==> src/rtl/pic8259_pkg.sv <==
// Shared types and helpers for the 8259A in-service/acknowledge slice.
// Latency: n/a (types, constants and pure functions only).
// Backpressure: n/a.
// Contents: FSM state enum, onehot_to_level encoder, ROTATE_RESET constant.
package pic8259_pkg;

  typedef enum logic [1:0] {
    ST_IDLE  = 2'd0,
    ST_ACK1  = 2'd1,
    ST_WAIT2 = 2'd2,
    ST_ACK2  = 2'd3
  } isc_state_t;

  // Lowest-priority level after reset: IR7 lowest, so IR0 is highest.
  localparam logic [2:0] ROTATE_RESET = 3'd7;

  // One-hot to binary level. The input is expected to carry at most one set bit.
  function automatic logic [2:0] onehot_to_level(input logic [7:0] onehot);
    logic [2:0] lvl;
    lvl = 3'd0;
    for (int i = 0; i < 8; i++) begin
      if (onehot[i]) lvl = lvl | 3'(i);
    end
    return lvl;
  endfunction

endpackage

==> src/rtl/in_service_control_if.sv <==
// CPU-side acknowledge bus of the interrupt controller: INTA strobe in, INT and vector byte out.
// Latency: wires only; all timing lives in the controller.
// Backpressure: none; the CPU paces the handshake through inta_n.
// Ports: inta_n (CPU->PIC, active-low), int_out, vector_out[7:0], vector_drive (PIC->CPU).
// With IN_SERVICE_POLL_EN defined, poll_cmd and poll_read (CPU->PIC) are added.
interface in_service_control_if;
  logic       inta_n;
  logic       int_out;
  logic [7:0] vector_out;
  logic       vector_drive;
`ifdef IN_SERVICE_POLL_EN
  logic       poll_cmd;
  logic       poll_read;
`endif

  // master = CPU side, slave = interrupt controller
  modport master (
    output inta_n,
`ifdef IN_SERVICE_POLL_EN
    output poll_cmd,
    output poll_read,
`endif
    input  int_out,
    input  vector_out,
    input  vector_drive
  );

  modport slave (
    input  inta_n,
`ifdef IN_SERVICE_POLL_EN
    input  poll_cmd,
    input  poll_read,
`endif
    output int_out,
    output vector_out,
    output vector_drive
  );
endinterface

==> src/rtl/isr_priority_pick.sv <==
// Rotated priority search over the in-service register: finds the highest-priority set bit.
// Latency: combinational.
// Backpressure: none.
// Ports: isr[7:0], rotate[2:0] (lowest-priority level) in; highest_onehot[7:0], highest_level[2:0] out.
// Search starts at rotate+1 and wraps; an empty ISR yields highest_onehot = 0.
module isr_priority_pick (
  input  logic [7:0] isr,
  input  logic [2:0] rotate,
  output logic [7:0] highest_onehot,
  output logic [2:0] highest_level
);

  logic [2:0] lvl;

  // Walk from the lowest-priority slot (k=8 -> rotate) toward the highest (k=1 -> rotate+1);
  // later hits overwrite earlier ones, so the highest-priority set bit wins.
  always_comb begin
    highest_onehot = 8'd0;
    highest_level  = 3'd0;
    lvl            = 3'd0;
    for (int k = 8; k >= 1; k--) begin
      lvl = rotate + 3'(k);
      if (isr[lvl]) begin
        highest_onehot = 8'd1 << lvl;
        highest_level  = lvl;
      end
    end
  end

endmodule

==> src/rtl/in_service_control.sv <==
// Acknowledge-side sequencer: owns ISR and rotation, runs the two-pulse INTA handshake, drives the vector.
// Latency: ISR set / clear pulse / state change visible one cycle after the INTA edge; vector one cycle after 2nd fall.
// Backpressure: none; the CPU paces everything via inta_n, EOI strobes are accepted in any state.
// Ports: clock, reset (sync, active-high); interrupt[7:0] from resolver; icw2_vector, auto_eoi, auto_rotate;
//        eoi_cmd/eoi_specific/eoi_rotate/eoi_level; bus (slave modport: inta_n, int_out, vector_out, vector_drive);
//        clear_interrupt_request, in_service_register, highest_level_in_service, priority_rotate to resolver.
// Optional: IN_SERVICE_POLL_EN adds poll_cmd/poll_read on the bus and the poll-read path.
module in_service_control
  import pic8259_pkg::*;
(
  input  logic                 clock,
  input  logic                 reset,
  input  logic [7:0]           interrupt,
  input  logic [4:0]           icw2_vector,
  input  logic                 auto_eoi,
  input  logic                 auto_rotate,
  input  logic                 eoi_cmd,
  input  logic                 eoi_specific,
  input  logic                 eoi_rotate,
  input  logic [2:0]           eoi_level,
  in_service_control_if.slave  bus,
  output logic [7:0]           clear_interrupt_request,
  output logic [7:0]           in_service_register,
  output logic [7:0]           highest_level_in_service,
  output logic [2:0]           priority_rotate
);

  isc_state_t state;
  logic       inta_q;
  logic [2:0] ack_level;
  logic       spurious;
`ifdef IN_SERVICE_POLL_EN
  logic       poll_armed;
`endif

  logic       inta_fall;
  logic       inta_rise;
  logic [2:0] hlis_level;
  logic       irq_any;
  logic [2:0] irq_level;
  logic       take;
  logic [7:0] set_mask;
  logic [7:0] eoi_mask;
  logic       eoi_rot_vld;
  logic [2:0] eoi_rot_lvl;
  logic [7:0] aeoi_mask;
  logic       aeoi_rot_vld;

  assign inta_fall = inta_q & ~bus.inta_n;
  assign inta_rise = ~inta_q & bus.inta_n;

  isr_priority_pick u_pick (
    .isr            (in_service_register),
    .rotate         (priority_rotate),
    .highest_onehot (highest_level_in_service),
    .highest_level  (hlis_level)
  );

  // No request at acknowledge time is a spurious cycle: level 7, nothing set.
  assign irq_any   = (interrupt != 8'd0);
  assign irq_level = irq_any ? onehot_to_level(interrupt) : 3'd7;

`ifdef IN_SERVICE_POLL_EN
  assign take = (state == ST_IDLE) &&
                (inta_fall || (poll_armed && bus.poll_read));
`else
  assign take = (state == ST_IDLE) && inta_fall;
`endif

  assign set_mask = (take && irq_any) ? interrupt : 8'd0;

  // EOI does nothing on an empty ISR, including rotation.
  always_comb begin
    eoi_mask    = 8'd0;
    eoi_rot_vld = 1'b0;
    eoi_rot_lvl = hlis_level;
    if (eoi_cmd && (in_service_register != 8'd0)) begin
      eoi_rot_lvl = eoi_specific ? eoi_level : hlis_level;
      eoi_mask    = 8'd1 << eoi_rot_lvl;
      eoi_rot_vld = eoi_rotate;
    end
  end

  always_comb begin
    aeoi_mask    = 8'd0;
    aeoi_rot_vld = 1'b0;
    if ((state == ST_ACK2) && inta_rise && auto_eoi && !spurious) begin
      aeoi_mask    = 8'd1 << ack_level;
      aeoi_rot_vld = auto_rotate;
    end
  end

  always_ff @(posedge clock) begin
    if (reset) begin
      state                   <= ST_IDLE;
      inta_q                  <= 1'b1;
      ack_level               <= 3'd0;
      spurious                <= 1'b0;
      in_service_register     <= 8'd0;
      priority_rotate         <= ROTATE_RESET;
      clear_interrupt_request <= 8'd0;
      bus.int_out             <= 1'b0;
      bus.vector_drive        <= 1'b0;
      bus.vector_out          <= 8'd0;
`ifdef IN_SERVICE_POLL_EN
      poll_armed              <= 1'b0;
`endif
    end else begin
      inta_q                  <= bus.inta_n;
      clear_interrupt_request <= set_mask;
      // EOI/AEOI clears first, then the acknowledge set, so a same-bit set survives.
      in_service_register     <= (in_service_register & ~eoi_mask & ~aeoi_mask) | set_mask;
      if (aeoi_rot_vld)
        priority_rotate <= ack_level;
      else if (eoi_rot_vld)
        priority_rotate <= eoi_rot_lvl;

      bus.int_out      <= 1'b0;
      bus.vector_drive <= 1'b0;
      bus.vector_out   <= 8'd0;

      case (state)
        ST_IDLE: begin
          bus.int_out <= irq_any && !inta_fall;
          if (inta_fall) begin
            ack_level <= irq_level;
            spurious  <= !irq_any;
            state     <= ST_ACK1;
          end
`ifdef IN_SERVICE_POLL_EN
          else if (poll_armed && bus.poll_read) begin
            // Poll read: status byte for one cycle, ISR set as on a first INTA, INT untouched.
            bus.int_out      <= irq_any;
            bus.vector_drive <= 1'b1;
            bus.vector_out   <= {irq_any, 4'b0000, irq_level};
            poll_armed       <= 1'b0;
          end else if (bus.poll_cmd) begin
            poll_armed <= 1'b1;
          end
`endif
        end
        ST_ACK1: begin
          if (inta_rise) state <= ST_WAIT2;
        end
        ST_WAIT2: begin
          if (inta_fall) begin
            state            <= ST_ACK2;
            bus.vector_drive <= 1'b1;
            bus.vector_out   <= {icw2_vector, ack_level};
          end
        end
        ST_ACK2: begin
          if (inta_rise) begin
            state <= ST_IDLE;
          end else begin
            bus.vector_drive <= 1'b1;
            bus.vector_out   <= {icw2_vector, ack_level};
          end
        end
        default: state <= ST_IDLE;
      endcase
    end
  end

endmodule

==> src/flat_wrapper.sv <==
// flat-port wrapper written by rule: the top's interface ports become plain ports
module in_service_control_flat import pic8259_pkg::*;
  (clock, reset, interrupt, icw2_vector, auto_eoi, auto_rotate, eoi_cmd, eoi_specific, eoi_rotate, eoi_level, clear_interrupt_request, in_service_register, highest_level_in_service, priority_rotate, bus_inta_n, bus_int_out, bus_vector_out, bus_vector_drive);
  in_service_control_if bus_i ();
  input  logic clock;
  input  logic reset;
  input  logic [7:0] interrupt;
  input  logic [4:0] icw2_vector;
  input  logic auto_eoi;
  input  logic auto_rotate;
  input  logic eoi_cmd;
  input  logic eoi_specific;
  input  logic eoi_rotate;
  input  logic [2:0] eoi_level;
  output logic [7:0] clear_interrupt_request;
  output logic [7:0] in_service_register;
  output logic [7:0] highest_level_in_service;
  output logic [2:0] priority_rotate;
  input wire logic [$bits(bus_i.inta_n)-1:0] bus_inta_n;
  output wire logic [$bits(bus_i.int_out)-1:0] bus_int_out;
  output wire logic [$bits(bus_i.vector_out)-1:0] bus_vector_out;
  output wire logic [$bits(bus_i.vector_drive)-1:0] bus_vector_drive;
  assign bus_i.inta_n = bus_inta_n;
  assign bus_int_out = bus_i.int_out;
  assign bus_vector_out = bus_i.vector_out;
  assign bus_vector_drive = bus_i.vector_drive;
  in_service_control u_core (.clock(clock), .reset(reset), .interrupt(interrupt), .icw2_vector(icw2_vector), .auto_eoi(auto_eoi), .auto_rotate(auto_rotate), .eoi_cmd(eoi_cmd), .eoi_specific(eoi_specific), .eoi_rotate(eoi_rotate), .eoi_level(eoi_level), .bus(bus_i), .clear_interrupt_request(clear_interrupt_request), .in_service_register(in_service_register), .highest_level_in_service(highest_level_in_service), .priority_rotate(priority_rotate));
endmodule
==> config.mk <==
export PLATFORM = sky130hd
export DESIGN_NAME = in_service_control_flat
export DESIGN_NICKNAME = d
export VERILOG_FILES = /design/src/rtl/pic8259_pkg.sv /design/src/rtl/in_service_control_if.sv /design/src/rtl/isr_priority_pick.sv /design/src/rtl/in_service_control.sv /design/src/flat_wrapper.sv
export SDC_FILE = /design/constraint.sdc
export NUM_CORES = 1
export LEC_CHECK = 0
export ABC_CLOCK_PERIOD_IN_PS = 5000
export CAP_MARGIN = 5
export CORE_MARGIN = 3
export CORE_UTILIZATION = 52
export DETAILED_ROUTE_END_ITERATION = 16
export PLACE_DENSITY = 0.81
export SLEW_MARGIN = 10
export SYNTH_ARGS = -nofsm -noshare
export SYNTH_HDL_FRONTEND = slang
export SYNTH_SLANG_ARGS = --single-unit
==> constraint.sdc <==
create_clock -name clock -period 5 [get_ports clock]
set_input_delay 1.25 -clock clock [delete_from_list [all_inputs] [get_ports clock]]
set_output_delay 1.25 -clock clock [all_outputs]
set_load 0.005 [all_outputs]
After elaboration in Yosys (flattened, before gate mapping)
Cells that the tools add are included.
- input bits: 24
- bits in read-only memories: 0
- bits in registers: 36
- memory bits (writable): 0
- latch bits: 0
- memories: 0
- magnitude comparators: 8
- muxes and demuxes: 60
- divide/modulo/power cells: 0
- add/sub/neg operators: 7
- equality and inequality tests: 7
- reduce and logical (&&, ||, !) cells: 17
- $mul: 0
- shifts and indexed selects: 10
- bitwise operators: 10
- operators with widths (cell ; count):
    2-to-1 mux 8 bit ; 13
    left shift 1 x 3 -> 8 bit, first input constant ; 10
    2-to-1 mux 3 bit ; 17
    less-than comparator 3 x 4 -> 1 bit, second input constant ; 8
    binary-select mux 1 bit (select 3 bit) ; 8
    AND 8 bit ; 2
    NOT 8 bit ; 2
    one-hot mux 8 bit (2 select lines) ; 1
    nonzero test 8 bit ; 2
    2-to-1 mux 1 bit ; 13
    adder 3 bit, second input constant ; 4
    2-to-1 mux 2 bit ; 6
    inequality test 2 x 1 -> 1 bit, second input constant ; 4
    bitwise OR 8 bit ; 1
    one-hot mux 2 bit (4 select lines) ; 1
    logical AND 1 bit ; 7
    adder 3 x 2 -> 3 bit, second input constant ; 2
    equality test 2 bit, second input constant ; 2
    AND reduction 4 bit ; 1
    adder 3 x 1 -> 3 bit, second input constant ; 1
    logical NOT 1 bit ; 3
    NOT 1 bit ; 3
    AND 1 bit ; 2
    equality test 2 x 1 -> 1 bit, second input constant ; 1
    other kinds (5) ; 5

Depth between registers and ports, before layout
- depth in word-level cells: 17
- gate-level depth with buffers: 12

Modules after synthesis
Synthesis repeated with hierarchy kept, for this count alone.
- cell total of the unflattened synthesis: 375
- area total of the unflattened synthesis: 3224.3 µm²
- by module, submodules not included (module ; cells an instance ; instances ; area each (µm²)):
    isr_priority_pick ; 216 ; 1 ; 1682.9
    in_service_control ; 159 ; 1 ; 1541.5

Least setup slack after synthesis
No wires, ideal clock.
- path type: register to output
- start: register u_core.priority_rotate[0]
- end: output highest_level_in_service[0]
- setup slack: 0.570 ns
- cell stages (with the launch flop): 13
- buffers on the path: 2
- arrival: 3.180 ns
- cell sequence: dfxtp_1 buf_6 inv_2 ha_1 ha_1 mux4_2 mux2i_1 and2_1 clkbuf_1 a22o_1 a222oi_1 a211oi_1 a221o_1
- longest elaborated chain between the ends: 10
- elaborated cells between the ends (all ways): 39
- ends and longest elaborated chain (item ; RTL line ; text):
    from (decl) ; in_service_control.sv:25 ; output logic [2:0] priority_rotate
    from (signal assigned) ; in_service_control.sv:114 ; priority_rotate <= ack_level;
    from (signal assigned) ; in_service_control.sv:116 ; priority_rotate <= eoi_rot_lvl;
    adder 3 bit / binary-select mux 1 bit (select 3 bit) (equally long branches) ; isr_priority_pick.sv:22, isr_priority_pick.sv:23 ;
    binary-select mux 1 bit (select 3 bit) / 2-to-1 mux 1 bit (equally long branches) ; isr_priority_pick.sv:23 ; if (isr[lvl]) begin
    2-to-1 mux 1 bit (implied by the code) / 2-to-1 mux 8 bit (equally long branches) ; isr_priority_pick.sv:23 ;
    2-to-1 mux 8 bit (6 in a row) ; isr_priority_pick.sv:23 ;
    2-to-1 mux 8 bit (*) ; isr_priority_pick.sv:23 ;
    to (decl) ; flat_wrapper.sv:17 ; output logic [7:0] highest_level_in_service;
Every way passes the cells marked *; elsewhere a longest branch is shown, timed or not. The select of a mux whose other input is x is not followed.

Worst setup path in the final report
- start: register u_core.priority_rotate[1]
- end: output highest_level_in_service[0]
The elaborated chain is that of the path after synthesis.

==> flow_summary.toml <==
[drt]
dr.pass1.iters = 8
routed_via_density = 6.43
drc_errors = 0
vias = 3049
wirelength_um = 8650
drtIter0Drc = 300
drt-wirelength-per-cell_um = 18.2
postRouteAntennaNets = 0

[place]
gp_congestion = 0.974
dpl.cell_count = 467
dp_hpwl_um = 6590
pre_cts_slack_ns = 0.160
numPortBuffers = 60

[yosys]
synth_edf_count = 0
synth.ff_latch_count = 36
synthFlopType = "dfxtp_1"
synth.area.top_cells = "dfxtp_1 25%, mux4_2 10%, ha_1 7.4%"
yosysTopAreaCell = "dfxtp_1"
synth_fp_nets = 385
synth.yosys.seq_area_share_pct = 25.1
async_flop_share_pct = 0
synth_warnings = 0
syn-instance-count = 344
syn-cell-area_sq_mm = 0.00287
synth_top_area_share_pct = 25.1
syn-mean-instance-area_sq_um = 8.35
ys_types = 52

[floorplan]
io_pins = 61
rows = 26
die_y_um = 80.3
initial_core_util_pct = 54.9
design.die.area_sq_mm = 0.00646
coreArea_sq_mm = 0.00524
fp.dieW_um = 80.3

[global_route]
grt_max_degree = 18
grt_overflow_total = 0
grt_use_total_pct = 27.8
antenna_found_initial = 0
grt_pass1_vias = 3063
grt_pass1_wl_um = 14200

[final_layout]
fin_cells = 474
fin_util_pct = 69.7
syn_to_final_growth_pct = 27.1
finalNetCount = 445
drive_gt1_share_pct = 11.1
final_cell_mix = "60 x clkdlybuf4s50_1, 39 x nor2_1, 37 x nand2_1"
final_common_cell = "clkdlybuf4s50_1"
num_antenna_cells = 0
num-fill-cells = 425

[worst_setup_path]
critPathBufInv = 2
critical_path.startpoint_type = "flip-flop"
critical_path.slowest_cell = "mux4_2"
cpPeakStageDelay_ns = 0.55
critical-path-top-delay-family = "multiplexers"
path_class = "flip-flop to primary output"
startpoint = "u_core.priority_rotate[1]"
crit_chain = "inv_1, ha_1, ha_2, mux4_2, mux2i_4, and2_4, a22o_1, a222oi_1, a211oi_1, a221o_1, clkdlybuf4s50_1"
critical_path.endpoint_type = "primary output"
crit_required_ns = 3.75
r2r_start = "u_core.priority_rotate[1]"
cp.arrival_ns = 3.60
crit_fanout = 8

[sta]
finalCritPeriodShare_pct = 97.0
finalSetupViolCount = 0
fin_skew_ns = 0.00412
fin_hold_ws_ns = 0.496
slew-limit-headroom_pct = 57.5
tightest_slew_ns = 0.633
fin_crit_ns = 4.85
max_freq_mhz = 206
setup_slack_ns = 0.152
finalHoldViolCount = 0
rsz0062_at_grt = "false"
drv_slew = 0
finalSetupTns_ns = 0

[clock_tree]
postCtsSetupRepairBufs = 0
numCtsBuffers = 5
cts.sinks = 36
htreeDepth = 2
cts_tree = "yes"
clock_path_buffers = 2
cts-root-buf = "clkbuf_8"
path_clk_slew_ns = 0.07
clkLatencyLatePin_ns = 0.29

[power]
cellPowerDensity_mw_per_mm2 = 416
peakVddDrop_mv = 0.311
leakagePower_nw = 1.44

[job]
drv_cap = 0

[worst_hold_path]
hold_class = "flip-flop to flip-flop"
worstHoldStart = "u_core.ack_level[0]"

[outcome]
status = "completed"
==> layout make-up <==
class / count / area [sq um] / area share (%)
Multi-Input combinational cell: 277 / 2050 / 56.1
Timing Repair Buffer: 67 / 653 / 17.9
Clock buffer: 6 / 72.6 / 1.99
Sequential cell: 36 / 721 / 19.7
Inverter: 17 / 63.8 / 1.75
Tap cell: 70 / 87.6 / 2.40
Clock inverter: 1 / 5.00 / 0.137
==> flip-flops by register name, summed over array words and instances, names as in the netlist <==
name / flops
u_core.inta_q: 1
u_core.clear_interrupt_request: 8
u_core.spurious: 1
u_core.bus.vector_out: 8
u_core.bus.vector_drive: 1
u_core.ack_level: 3
u_core.priority_rotate: 3
u_core.bus.int_out: 1
u_core.state: 2
u_core.in_service_register: 8
==> cell usage after synthesis (all sizes together), types with 10 or more instances <==
cell / n
a21oi: 20
nor3: 10
mux4: 13
nand2: 37
a31oi: 12
and2: 18
nor2: 40
ha: 17
a222oi: 10
inv: 16
nand3: 12
dfxtp: 36
o21ai: 13
==> power breakdown <==
part | switching, mW | internal [mW]
registers | 0.0555 | 0.330
clock network | 0.0979 | 0.0946
logic | 0.508 | 0.433
==> tightest hold or removal path: stages (launching register included) <==
cell and delay (ns):
dfxtp_1 0.33, o21ai_0 0.07, nor3_1 0.05
==> timing repair <==
action	in CTS	in global routing
endpoints found under the hold margin	0	0
pin swaps	0	1
gates resized for setup	3	5
setup endpoints to repair	4	4
hold buffers	0	0
==> worst paths after layout <==
check	end	slack [ns]	cells after the start
worst min-delay path	u_core.bus.vector_out[0]	0.50	2
worst max-delay path	highest_level_in_service[0]	0.15	11
worst min register to register	u_core.bus.vector_out[0]	0.50	2
worst max register to register	u_core.priority_rotate[1]	1.65	10
==> kinds of logic (layout without fill, tap and decap cells) <==
family | after synthesis | count (layout) | synth area share [%]
and+or+nand+nor | 139 | 139 | 22.9
AOI/OAI and AO/OA | 91 | 91 | 23.6
DFF | 36 | 36 | 25.1
buffers and inverters | 31 | 91 | 4.48
muxes | 28 | 28 | 15.9
adders and majority gates | 17 | 17 | 7.40
xor gates and xnor gates | 2 | 2 | 0.610
==> routing by layer <==
| layer | vias to the layer above | share of wire [%] | GRT usage, % |
|---|---|---|---|
| met5 | - | 0 | 0 |
| met4 | 0 | 3.9 | 14.0 |
| met3 | 29 | 7.8 | 4.48 |
| met2 | 183 | 49 | 47.8 |
| met1 | 1425 | 39 | 33.4 |
| li1 | 1412 | - | - |
==> through the flow <==
| stage | area, sq um | power [mW] |
|---|---|---|
| floorplan | 2870 | 0.972 |
| global placement | 3550 | 1.29 |
| detailed placement | 3550 | 1.30 |
| CTS | 3630 | 1.50 |
| global route | 3650 | 1.62 |
| finish | 3650 | 1.52 |
(Power assumes the default switching activity.)
